[src/rtl/pll_dyn_ctrl_if.sv]
// Update-request channel between the requesting control logic and the
// rPLL dynamic-configuration sequencer. Signal names follow the
// sequencer's point of view (i_ = into the sequencer, o_ = out of it).
interface pll_dyn_ctrl_if;
  logic       i_req;     // update request, level
  logic [3:0] i_psda;    // requested phase select
  logic [3:0] i_dutyda;  // requested duty select
  logic [3:0] i_fdly;    // requested fine delay
  logic       o_ack;     // request accepted, payload latched (1-cycle pulse)
  logic       o_done;    // update settled with lock held (1-cycle pulse)
  logic       o_busy;    // sequencer not in IDLE

  // Requester side
  modport master (
    output i_req, i_psda, i_dutyda, i_fdly,
    input  o_ack, o_done, o_busy
  );

  // Sequencer side
  modport slave (
    input  i_req, i_psda, i_dutyda, i_fdly,
    output o_ack, o_done, o_busy
  );
endinterface

[src/rtl/pll_dyn_ctrl.sv]
// Sequencer for the Gowin rPLL dynamic phase/duty/fine-delay inputs and its
// RESET pin. Pulses PLL reset, waits for lock with a bounded number of
// retries, then applies requested settings and waits for them to settle
// while supervising lock. Runs in the PLL reference clock domain.
module pll_dyn_ctrl #(
  parameter int SETTLE_CYCLES = 64,
  parameter int LOCK_TIMEOUT  = 4096,
  parameter int RST_CYCLES    = 16,
  parameter int MAX_RETRIES   = 3
) (
  input  logic                 i_clk,
  input  logic                 i_rst,
  input  logic                 i_pll_lock,
  pll_dyn_ctrl_if.slave        ctrl,
  output logic [3:0]           o_psda,
  output logic [3:0]           o_dutyda,
  output logic [3:0]           o_fdly,
  output logic                 o_pll_reset,
  output logic                 o_locked,
  output logic                 o_fault
);

  // One shared phase counter, wide enough for the longest interval.
  localparam int W_SET = $clog2(SETTLE_CYCLES + 1);
  localparam int W_LCK = $clog2(LOCK_TIMEOUT + 1);
  localparam int W_RST = $clog2(RST_CYCLES + 1);
  localparam int W_MAX = (W_SET > W_LCK) ? W_SET : W_LCK;
  localparam int CNT_W = (W_MAX > W_RST) ? W_MAX : W_RST;
  localparam int RTY_W = $clog2(MAX_RETRIES + 1);

  localparam logic [CNT_W-1:0] SETTLE_LAST = CNT_W'(SETTLE_CYCLES - 1);
  localparam logic [CNT_W-1:0] LOCK_LAST   = CNT_W'(LOCK_TIMEOUT - 1);
  localparam logic [CNT_W-1:0] RST_LAST    = CNT_W'(RST_CYCLES - 1);
  localparam logic [RTY_W-1:0] RTY_LIMIT   = RTY_W'(MAX_RETRIES);

  typedef enum logic [2:0] {
    S_INIT_RST,
    S_WAIT_LOCK,
    S_IDLE,
    S_SETTLE,
    S_FAULT
  } state_t;

  state_t           r_state;
  state_t           w_next;
  logic [CNT_W-1:0] r_cnt;
  logic [RTY_W-1:0] r_retry;
  logic [RTY_W-1:0] w_retry_next;
  logic             r_lock_meta;
  logic             r_lock_s;
  logic             w_accept;
  logic             w_settled;

  logic             r_ack;
  logic             r_done;
  logic             r_busy;
  logic             r_pll_reset;
  logic             r_locked;
  logic             r_fault;
  logic [3:0]       r_psda;
  logic [3:0]       r_dutyda;
  logic [3:0]       r_fdly;

  // Two-flop synchroniser for the asynchronous PLL LOCK pin.
  // NOTE: sequential state uses non-blocking assignments so every flop
  // samples the pre-edge value of its sources, regardless of block order.
  always_ff @(posedge i_clk) begin
    if (i_rst) begin
      r_lock_meta <= 1'b0;
      r_lock_s    <= 1'b0;
    end else begin
      r_lock_meta <= i_pll_lock;
      r_lock_s    <= r_lock_meta;
    end
  end

  // Next-state, retry bookkeeping and handshake events.
  // NOTE: every signal gets a default before the case so no path leaves it
  // unassigned, which would otherwise infer a latch.
  always_comb begin
    w_next       = r_state;
    w_retry_next = r_retry;
    w_accept     = 1'b0;
    w_settled    = 1'b0;
    case (r_state)
      S_INIT_RST: begin
        if (r_cnt == RST_LAST) w_next = S_WAIT_LOCK;
      end
      S_WAIT_LOCK: begin
        if (r_lock_s) begin
          w_next       = S_IDLE;
          w_retry_next = '0;
        end else if (r_cnt == LOCK_LAST) begin
          w_retry_next = r_retry + RTY_W'(1);
          w_next       = (w_retry_next == RTY_LIMIT) ? S_FAULT : S_INIT_RST;
        end
      end
      S_IDLE: begin
        // Lock loss wins over a simultaneous request.
        if (!r_lock_s) begin
          w_next = S_INIT_RST;
        end else if (ctrl.i_req) begin
          w_next   = S_SETTLE;
          w_accept = 1'b1;
        end
      end
      S_SETTLE: begin
        if (!r_lock_s) begin
          w_next = S_INIT_RST;
        end else if (r_cnt == SETTLE_LAST) begin
          w_next    = S_IDLE;
          w_settled = 1'b1;
        end
      end
      S_FAULT: w_next = S_FAULT;
      default: w_next = S_INIT_RST;
    endcase
  end

  // State, counter and registered outputs (outputs decoded from next state).
  always_ff @(posedge i_clk) begin
    if (i_rst) begin
      r_state     <= S_INIT_RST;
      r_cnt       <= '0;
      r_retry     <= '0;
      r_ack       <= 1'b0;
      r_done      <= 1'b0;
      r_busy      <= 1'b1;
      r_pll_reset <= 1'b1;
      r_locked    <= 1'b0;
      r_fault     <= 1'b0;
      r_psda      <= 4'b0000;
      r_dutyda    <= 4'b1000;
      r_fdly      <= 4'b0000;
    end else begin
      r_state <= w_next;
      r_retry <= w_retry_next;
      if (w_next != r_state) begin
        r_cnt <= '0;
      end else if (r_state inside {S_INIT_RST, S_WAIT_LOCK, S_SETTLE}) begin
        r_cnt <= r_cnt + CNT_W'(1);
      end
      r_ack       <= w_accept;
      r_done      <= w_settled;
      r_busy      <= (w_next != S_IDLE);
      r_pll_reset <= (w_next == S_INIT_RST);
      r_locked    <= (w_next == S_IDLE) || (w_next == S_SETTLE);
      r_fault     <= (w_next == S_FAULT);
      if (w_accept) begin
        r_psda   <= ctrl.i_psda;
        r_dutyda <= ctrl.i_dutyda;
        r_fdly   <= ctrl.i_fdly;
      end
    end
  end

  assign ctrl.o_ack   = r_ack;
  assign ctrl.o_done  = r_done;
  assign ctrl.o_busy  = r_busy;
  assign o_psda       = r_psda;
  assign o_dutyda     = r_dutyda;
  assign o_fdly       = r_fdly;
  assign o_pll_reset  = r_pll_reset;
  assign o_locked     = r_locked;
  assign o_fault      = r_fault;

endmodule

[src/flat_wrapper.sv]
// flat-port wrapper written by rule: the top's interface ports become plain ports
module pll_dyn_ctrl_flat 
#(
  parameter int SETTLE_CYCLES = 64,
  parameter int LOCK_TIMEOUT  = 4096,
  parameter int RST_CYCLES    = 16,
  parameter int MAX_RETRIES   = 3
)
  (i_clk, i_rst, i_pll_lock, o_psda, o_dutyda, o_fdly, o_pll_reset, o_locked, o_fault, ctrl_i_req, ctrl_i_psda, ctrl_i_dutyda, ctrl_i_fdly, ctrl_o_ack, ctrl_o_done, ctrl_o_busy);
  pll_dyn_ctrl_if ctrl_i ();
  input  logic i_clk;
  input  logic i_rst;
  input  logic i_pll_lock;
  output logic [3:0] o_psda;
  output logic [3:0] o_dutyda;
  output logic [3:0] o_fdly;
  output logic o_pll_reset;
  output logic o_locked;
  output logic o_fault;
  input wire logic [$bits(ctrl_i.i_req)-1:0] ctrl_i_req;
  input wire logic [$bits(ctrl_i.i_psda)-1:0] ctrl_i_psda;
  input wire logic [$bits(ctrl_i.i_dutyda)-1:0] ctrl_i_dutyda;
  input wire logic [$bits(ctrl_i.i_fdly)-1:0] ctrl_i_fdly;
  output wire logic [$bits(ctrl_i.o_ack)-1:0] ctrl_o_ack;
  output wire logic [$bits(ctrl_i.o_done)-1:0] ctrl_o_done;
  output wire logic [$bits(ctrl_i.o_busy)-1:0] ctrl_o_busy;
  assign ctrl_i.i_req = ctrl_i_req;
  assign ctrl_i.i_psda = ctrl_i_psda;
  assign ctrl_i.i_dutyda = ctrl_i_dutyda;
  assign ctrl_i.i_fdly = ctrl_i_fdly;
  assign ctrl_o_ack = ctrl_i.o_ack;
  assign ctrl_o_done = ctrl_i.o_done;
  assign ctrl_o_busy = ctrl_i.o_busy;
  pll_dyn_ctrl #(.SETTLE_CYCLES(SETTLE_CYCLES), .LOCK_TIMEOUT(LOCK_TIMEOUT), .RST_CYCLES(RST_CYCLES), .MAX_RETRIES(MAX_RETRIES)) u_core (.i_clk(i_clk), .i_rst(i_rst), .i_pll_lock(i_pll_lock), .ctrl(ctrl_i), .o_psda(o_psda), .o_dutyda(o_dutyda), .o_fdly(o_fdly), .o_pll_reset(o_pll_reset), .o_locked(o_locked), .o_fault(o_fault));
endmodule
[config.mk]
export PLATFORM = sky130hd
export DESIGN_NAME = pll_dyn_ctrl_flat
export DESIGN_NICKNAME = d
export VERILOG_FILES = /design/src/rtl/pll_dyn_ctrl_if.sv /design/src/rtl/pll_dyn_ctrl.sv /design/src/flat_wrapper.sv
export SDC_FILE = /design/constraint.sdc
export NUM_CORES = 1
export LEC_CHECK = 0
export ABC_AREA = 1
export CAP_MARGIN = 20
export CORE_ASPECT_RATIO = 1.4
export CORE_MARGIN = 2
export CORE_UTILIZATION = 50
export DETAILED_ROUTE_END_ITERATION = 16
export PLACE_DENSITY = 0.85
export REMOVE_ABC_BUFFERS = 1
export SLEW_MARGIN = 10
export SYNTH_ARGS = -nofsm -noshare
export SYNTH_HDL_FRONTEND = slang
export SYNTH_SLANG_ARGS = --single-unit
[constraint.sdc]
create_clock -name i_clk -period 2.15 [get_ports i_clk]
set_input_delay 0.3225 -clock i_clk [delete_from_list [all_inputs] [get_ports i_clk]]
set_output_delay 0.3225 -clock i_clk [all_outputs]
set_load 0.05 [all_outputs]
==> flow_summary.toml, run 1 <==
[outcome]
outcome = "complete, no violations"

[grt]
grt_usage = 0.206
grt-ovfl-total = 0
grt_pass1_vias = 1408
grt_max_degree = 16
grt_pass1_wl_um = 5710
grt_antenna_before_repair = 0

[route]
drt-initial-drc-count = 18
first_pass_iters = 4
post-route-drc-count = 0
vias_per_cell = 4.81
routed_wirelength_um = 3360
vias = 1414
ant_nets = 0
wl_per_cell_um = 11.4

[timing]
finalCritPeriodShare = 0.824
drv_slew = 0
max_freq_mhz = 565
hold_viol = 0
tns_ns = 0
rsz0062_at_grt = "no"
worst_pin_slew_ns = 0.519
relSlewSlack = 0.653
setup_viol = 0
finalCriticalPeriod_ns = 1.77
skew_ns = 0.00506

[min_path]
hp-class = "reg -> reg"
min_to = "u_core.r_lock_s"
hp-start = "u_core.r_lock_meta"
whs_path_depth = 2

[synth]
synth_cell_types = 23
yosysSeqAreaShare = 0.472
ys_top_cells_by_area = "dfxtp_1 (47%), nor2_1 (16%), nand2_1 (6.3%)"
synthesis.area_sq_mm = 0.00161
synth_seq_cells = 38
avgSynthCellArea_sq_um = 7.46
synth_top_cell_by_area = "dfxtp_1"
yosysWarnings = 0
postSynthCellCount = 216
yosysTopAreaCellShare = 0.472

[layout]
area_growth_pct = 32.1
layout-drive-gt1-share = 0.0824
diodes = 0
nets = 272

[clocking]
cts-resized-gates = 0
path_clk_slew_ns = 0.07
cts-htree-levels = 2
post_cts_buffers = 0
cts_root_buf = "clkbuf_8"
cts_buffer_depth = 2
cts_tree = "yes"
hold_buffers = 0
clkSinkCount = 38
numCtsBuffers = 5
clk_latency_ns = 0.29

[power]
sw_frac_of_total = 0.182
p_per_area_mw_per_mm2 = 713
power_frac_clock = 0.488
power_frac_seq = 0.472
p_int_mw = 1.24
p_comb_frac = 0.039
switchingPower_uw = 276
ir_drop_uv = 727
power_mw = 1.52
leakage_nw = 0.884

[setup_path]
r2r_slack_ns = 0.44
r2r-end = "u_core.r_cnt[9]"
crit_path_start_kind = "flip-flop"
reg2regPathDepth = 10
path_delay_family = "buffers and inverters"
worstSetupEndpointType = "output port"
max_stage_delay_ns = 0.82
worstPathMaxFanout = 2
crit_chain = "clkdlybuf4s50_1"
r2r_start = "u_core.r_cnt[0]"
critPathKind = "reg -> out"
required_ns = 1.83
critPathBufInv = 1
slowest_stage = "clkdlybuf4s50_1"
arrival_ns = 1.45

[floorplanning]
start_util = 0.521
num_io_pins = 34
row_count = 24
die_w_um = 52.0
die_h_um = 71.1
die-area_sq_mm = 0.00370
core-area_sq_mm = 0.00309

[job]
drv_cap = 0

[placed_design]
gp_congestion = 0.832
io_buffers = 33
dp.final_hpwl_um = 2530
-- flip-flops by register name, indices dropped and copies added, names as in the netlist, 2 cells and up --
| name | flops |
|---|---|
| u_core.r_cnt | 13 |
| u_core.o_dutyda | 4 |
| u_core.o_fdly | 4 |
| u_core.o_psda | 4 |
| u_core.r_state | 3 |
| u_core.r_retry | 2 |
-- area by class of cell --
type / instances / area, sq um
inverters: 26 / 97.6
multi-input cells: 147 / 724
clock buffers: 6 / 82.6
clock inverters: 2 / 60.1
repair buffers: 36 / 353
flip-flops and latches: 38 / 761
fillers: 219 / 966
well taps: 39 / 48.8
-- routing by layer --
metal,vias up,routed length [um],track usage
li1,735,-,-
met1,642,1300,0.199
met2,26,1850,0.374
met3,11,127,0.0633
met4,0,93,0.105
met5,-,0,0
-- Yosys cell counts --
cell	number
nor2_1	68
dfxtp_1	38
and3_1	1
xnor2_1	3
o21ai_0	14
nand3b_1	1
xor2_1	9
nand2_1	27
inv_1	24
nand2_2	1
ha_1	2
a21oi_1	2
mux2i_1	1
nor3_1	2
nor2_4	2
nor2_2	1
nand3_1	6
clkbuf_1	3
inv_2	2
nand3_2	4
buf_2	1
nand4_1	3
buf_6	1
-- worst reg2reg max path: stages (launching register included) --
cell and delay (ns):
dfxtp_1 0.37, ha_1 0.24, nand3_2 0.13, nor2_4 0.15
nand3_2 0.11, nor2_2 0.13, nand2_1 0.09, nand2_1 0.06
inv_1 0.05, nand3_2 0.21, nor2_1 0.07
-- cells in the final DEF, fill, tap and decap left out --
cell type	synthesis	routed
clkbuf_8	0	6
xnor2_1	3	3
nand3_1	6	6
and3_1	1	1
nor2_1	68	68
nand2_1	27	27
nand4_1	3	3
dfxtp_1	38	38
ha_1	2	2
a21oi_1	2	2
o21ai_0	14	14
mux2i_1	1	1
nor2_2	1	1
nand3_2	4	4
inv_1	24	24
bufinv_16	0	2
nand3b_1	1	1
nor2_4	2	2
nand2_2	1	1
nor3_1	2	2
xor2_1	9	9
inv_2	2	2
buf_4	0	3
clkdlybuf4s50_1	0	33
-- kinds of logic after synthesis --
kind of cell	Yosys count	synth area share
AND/OR/NAND/NOR	116	0.313
flip-flops	38	0.472
buffers and inverters	31	0.0777
AO/OA/AOI/OAI	16	0.0497
XOR/XNOR	12	0.0653
adder cells (fa/ha/maj)	2	0.0155
multiplexers	1	0.00622
-- worst max path at each step --
| stage | from | end | slack [ns] | depth (start not counted) |
|---|---|---|---|---|
| 6_report | u_core.o_dutyda[2] | o_dutyda[2] | 0.38 | 1 |
| 5_1_grt | u_core.r_cnt[0] | u_core.r_cnt[5] | 0.27 | 10 |
| 4_1_cts | u_core.o_dutyda[2] | o_dutyda[2] | 0.37 | 1 |
| 3_5_place_dp | u_core.r_cnt[0] | u_core.r_cnt[9] | 0.43 | 10 |
| 3_3_place_gp | u_core.r_cnt[0] | u_core.r_cnt[7] | 0.49 | 10 |
| 2_1_floorplan | u_core.r_lock_s | u_core.r_cnt[0] | 0.66 | 8 |
-- per-stage QoR --
step / hold WS, ns / instance area (sq um) / std cells / setup WS [ns] / utilization
floorplan: 0.388 / 1580 / 211 / 0.660 / -
global placement: 0.393 / 1980 / 286 / 0.492 / 0.642
detailed placement: 0.408 / 1980 / 286 / 0.428 / 0.642
CTS: 0.418 / 2130 / 294 / 0.372 / 0.688
global route: 0.442 / 2130 / 294 / 0.266 / 0.688
finish: 0.414 / 2130 / 294 / 0.379 / 0.688
-- power groups by stage --
stage | combinational (mW) | sequential (mW) | clock [mW]
2_1_floorplan | 0.0208 | 0.731 | 0
3_3_place_gp | 0.0587 | 0.732 | 0
3_5_place_dp | 0.0600 | 0.732 | 0
4_1_cts | 0.0602 | 0.716 | 0.752
5_1_grt | 0.0652 | 0.717 | 0.766
6_report | 0.0596 | 0.716 | 0.740
Power figures use the tool's default switching activity.
==> inputs of run 2 (changes only) <==
--- a/config.mk
+++ b/config.mk
@@ -9,9 +9,9 @@
 export CAP_MARGIN = 20
 export CORE_ASPECT_RATIO = 1.4
 export CORE_MARGIN = 2
-export CORE_UTILIZATION = 50
+export CORE_UTILIZATION = 45
 export DETAILED_ROUTE_END_ITERATION = 16
-export PLACE_DENSITY = 0.85
+export PLACE_DENSITY = 0.81
 export REMOVE_ABC_BUFFERS = 1
 export SLEW_MARGIN = 10
 export SYNTH_ARGS = -nofsm -noshare
==> constraint.sdc (replaced) <==
create_clock -name i_clk -period 1.6 [get_ports i_clk]
set_input_delay 0.24 -clock i_clk [delete_from_list [all_inputs] [get_ports i_clk]]
set_output_delay 0.24 -clock i_clk [all_outputs]
set_load 0.05 [all_outputs]
==> flow_summary.toml, run 2 (synthesis gave the netlist of run 1 again) <==
[job]
drv_cap = 0

[grt]
met3_usage = 0.0635
grt_max_degree = 16
grt_pass1_wl_um = 5820
grt_usage = 0.197
grt_pass1_vias = 1374
gr-usage-met2 = 0.335
grt_antenna_before_repair = 0
busiest_layer = "met2"
grt-ovfl-total = 0
grt_use_met1 = 0.213

[timing]
relSlewSlack = 0.820
setup_viol = 6
worst_slack_ns = -0.0372
finalCriticalPeriod_ns = 1.64
worst_pin_slew_ns = 0.263
rsz0062_at_grt = "yes"
skew_ns = 0.00724
hold_viol = 0
drv_slew = 0
max_freq_mhz = 611
finalCritPeriodShare = 1.02

[clocking]
cts_tree = "yes"
hold_buffers = 0
clkSinkCount = 38
path_clk_slew_ns = 0.08
cts_buffer_depth = 2
numCtsBuffers = 5
cts-htree-levels = 2
clk_latency_ns = 0.29
cts_root_buf = "clkbuf_8"

[layout]
nets = 279
multi_input_area_sq_um = 832
utilization = 0.646
seq_area_sq_um = 767
final_common_cell = "nor2_1"
most-common-layout-cells = "nor2_1 (58), dfxtp_1 (35), nand2_1 (25), buf_4 (25), inv_1 (22)"
diodes = 0
finalNonFillerCells = 302
regMostFlops = "u_core.r_cnt"
largest_reg_flops = 13
fillCellCount = 277
layout-drive-gt1-share = 0.260
area_growth_pct = 36.8

[floorplanning]
core-area_sq_mm = 0.00341
num_io_pins = 34
start_util = 0.472
die_w_um = 54.6
row_count = 25
die-area_sq_mm = 0.00408
die_h_um = 74.8

[route]
routed_wirelength_um = 3730
first_pass_iters = 4
vias = 1473
vias_per_cell = 4.88
drt-initial-drc-count = 39
wl_per_cell_um = 12.3
post-route-drc-count = 0
ant_nets = 0

[power]
leakage_nw = 0.930
p_per_area_mw_per_mm2 = 794
power_mw = 1.75
ir_drop_uv = 632

[setup_path]
slowest_stage = "dfxtp_4"
path_delay_family = "simple AND/OR/NAND/NOR gates"
arrival_ns = 1.82
required_ns = 1.78
worstSetupEndpointType = "flip-flop"
critPathBufInv = 0
crit_chain = "ha_4 -> nand4_1 -> nor2_2 -> a21oi_4 -> nand4_1 -> nand3_4 -> nor2_2"
max_stage_delay_ns = 0.36
critPathKind = "reg -> reg"
crit_path_start_kind = "flip-flop"
worstPathMaxFanout = 7

[placed_design]
dp.cells = 289
dp.final_hpwl_um = 2400
gp_congestion = 0.830
io_buffers = 33

[outcome]
violations = "setup timing"
outcome = "finished with violations"

[min_path]
hp-class = "reg -> reg"
-- run 2: cell count changes in the layout (fill, tap and decap cells not counted), moves of 4 or more --
cell | before | now
clkdlybuf4s50_1 | 33 | 15
nor2_2 | 1 | 11
nand3_4 | 0 | 4
buf_4 | 3 | 25
nor2_1 | 68 | 58
-- run 2: worst paths after layout --
kind                       from         endpoint  slack, ns  cells after the start
min          u_core.r_lock_meta  u_core.r_lock_s       0.41                      2
min reg2reg  u_core.r_lock_meta  u_core.r_lock_s       0.41                      2
max             u_core.r_cnt[1]  u_core.r_cnt[5]      -0.04                      7
max reg2reg     u_core.r_cnt[1]  u_core.r_cnt[5]      -0.04                      7
-- run 2: worst min-delay path, stage by stage (launching register included) --
cell	delay, ns
dfxtp_1	0.30
inv_1	0.04
nor2_1	0.03
-- run 2: routing by layer --
metal | wire (um) | part of all wire
met2 | 2010 | 0.54
met3 | 138 | 0.037
met4 | 131 | 0.035
met1 | 1450 | 0.39
met5 | 0 | 0
-- run 2: per-stage QoR --
stage	cell area [sq um]	hold WS [ns]	TNS [ns]	setup WS, ns
after floorplan	1580	0.309	0	0.110
after global placement	1960	0.392	-0.0309	-0.00509
after detailed placement	1960	0.401	-0.493	-0.0493
after CTS	2090	0.411	0	0.0149
after global routing	2200	0.439	-0.936	-0.0993
final	2200	0.408	-0.0698	-0.0372
-- run 2: area by class of cell --
type	count	share of cell area
Clock inverter	2	0.00568
Timing Repair inverter	1	0.00341
Clock buffer	6	0.0375
Inverter	26	0.0460
Timing Repair Buffer	41	0.159
Tap cell	40	0.0227
Multi-Input combinational cell	148	0.378
Sequential cell	38	0.348
-- run 2: timing repair --
action / in CTS / in global routing
hold endpoints to repair: 0 / 0
buffers inserted: 0 / 3
gates cloned: 1 / 1
pin swaps: 3 / 5
endpoints found under the setup margin: 13 / 15
gates resized for setup: 6 / 26
-- run 2: where the power goes --
part	internal, mW	total (mW)	switching (mW)
Combinational	0.0582	0.100	0.0422
Clock	0.346	0.681	0.335
Sequential	0.955	0.966	0.0106
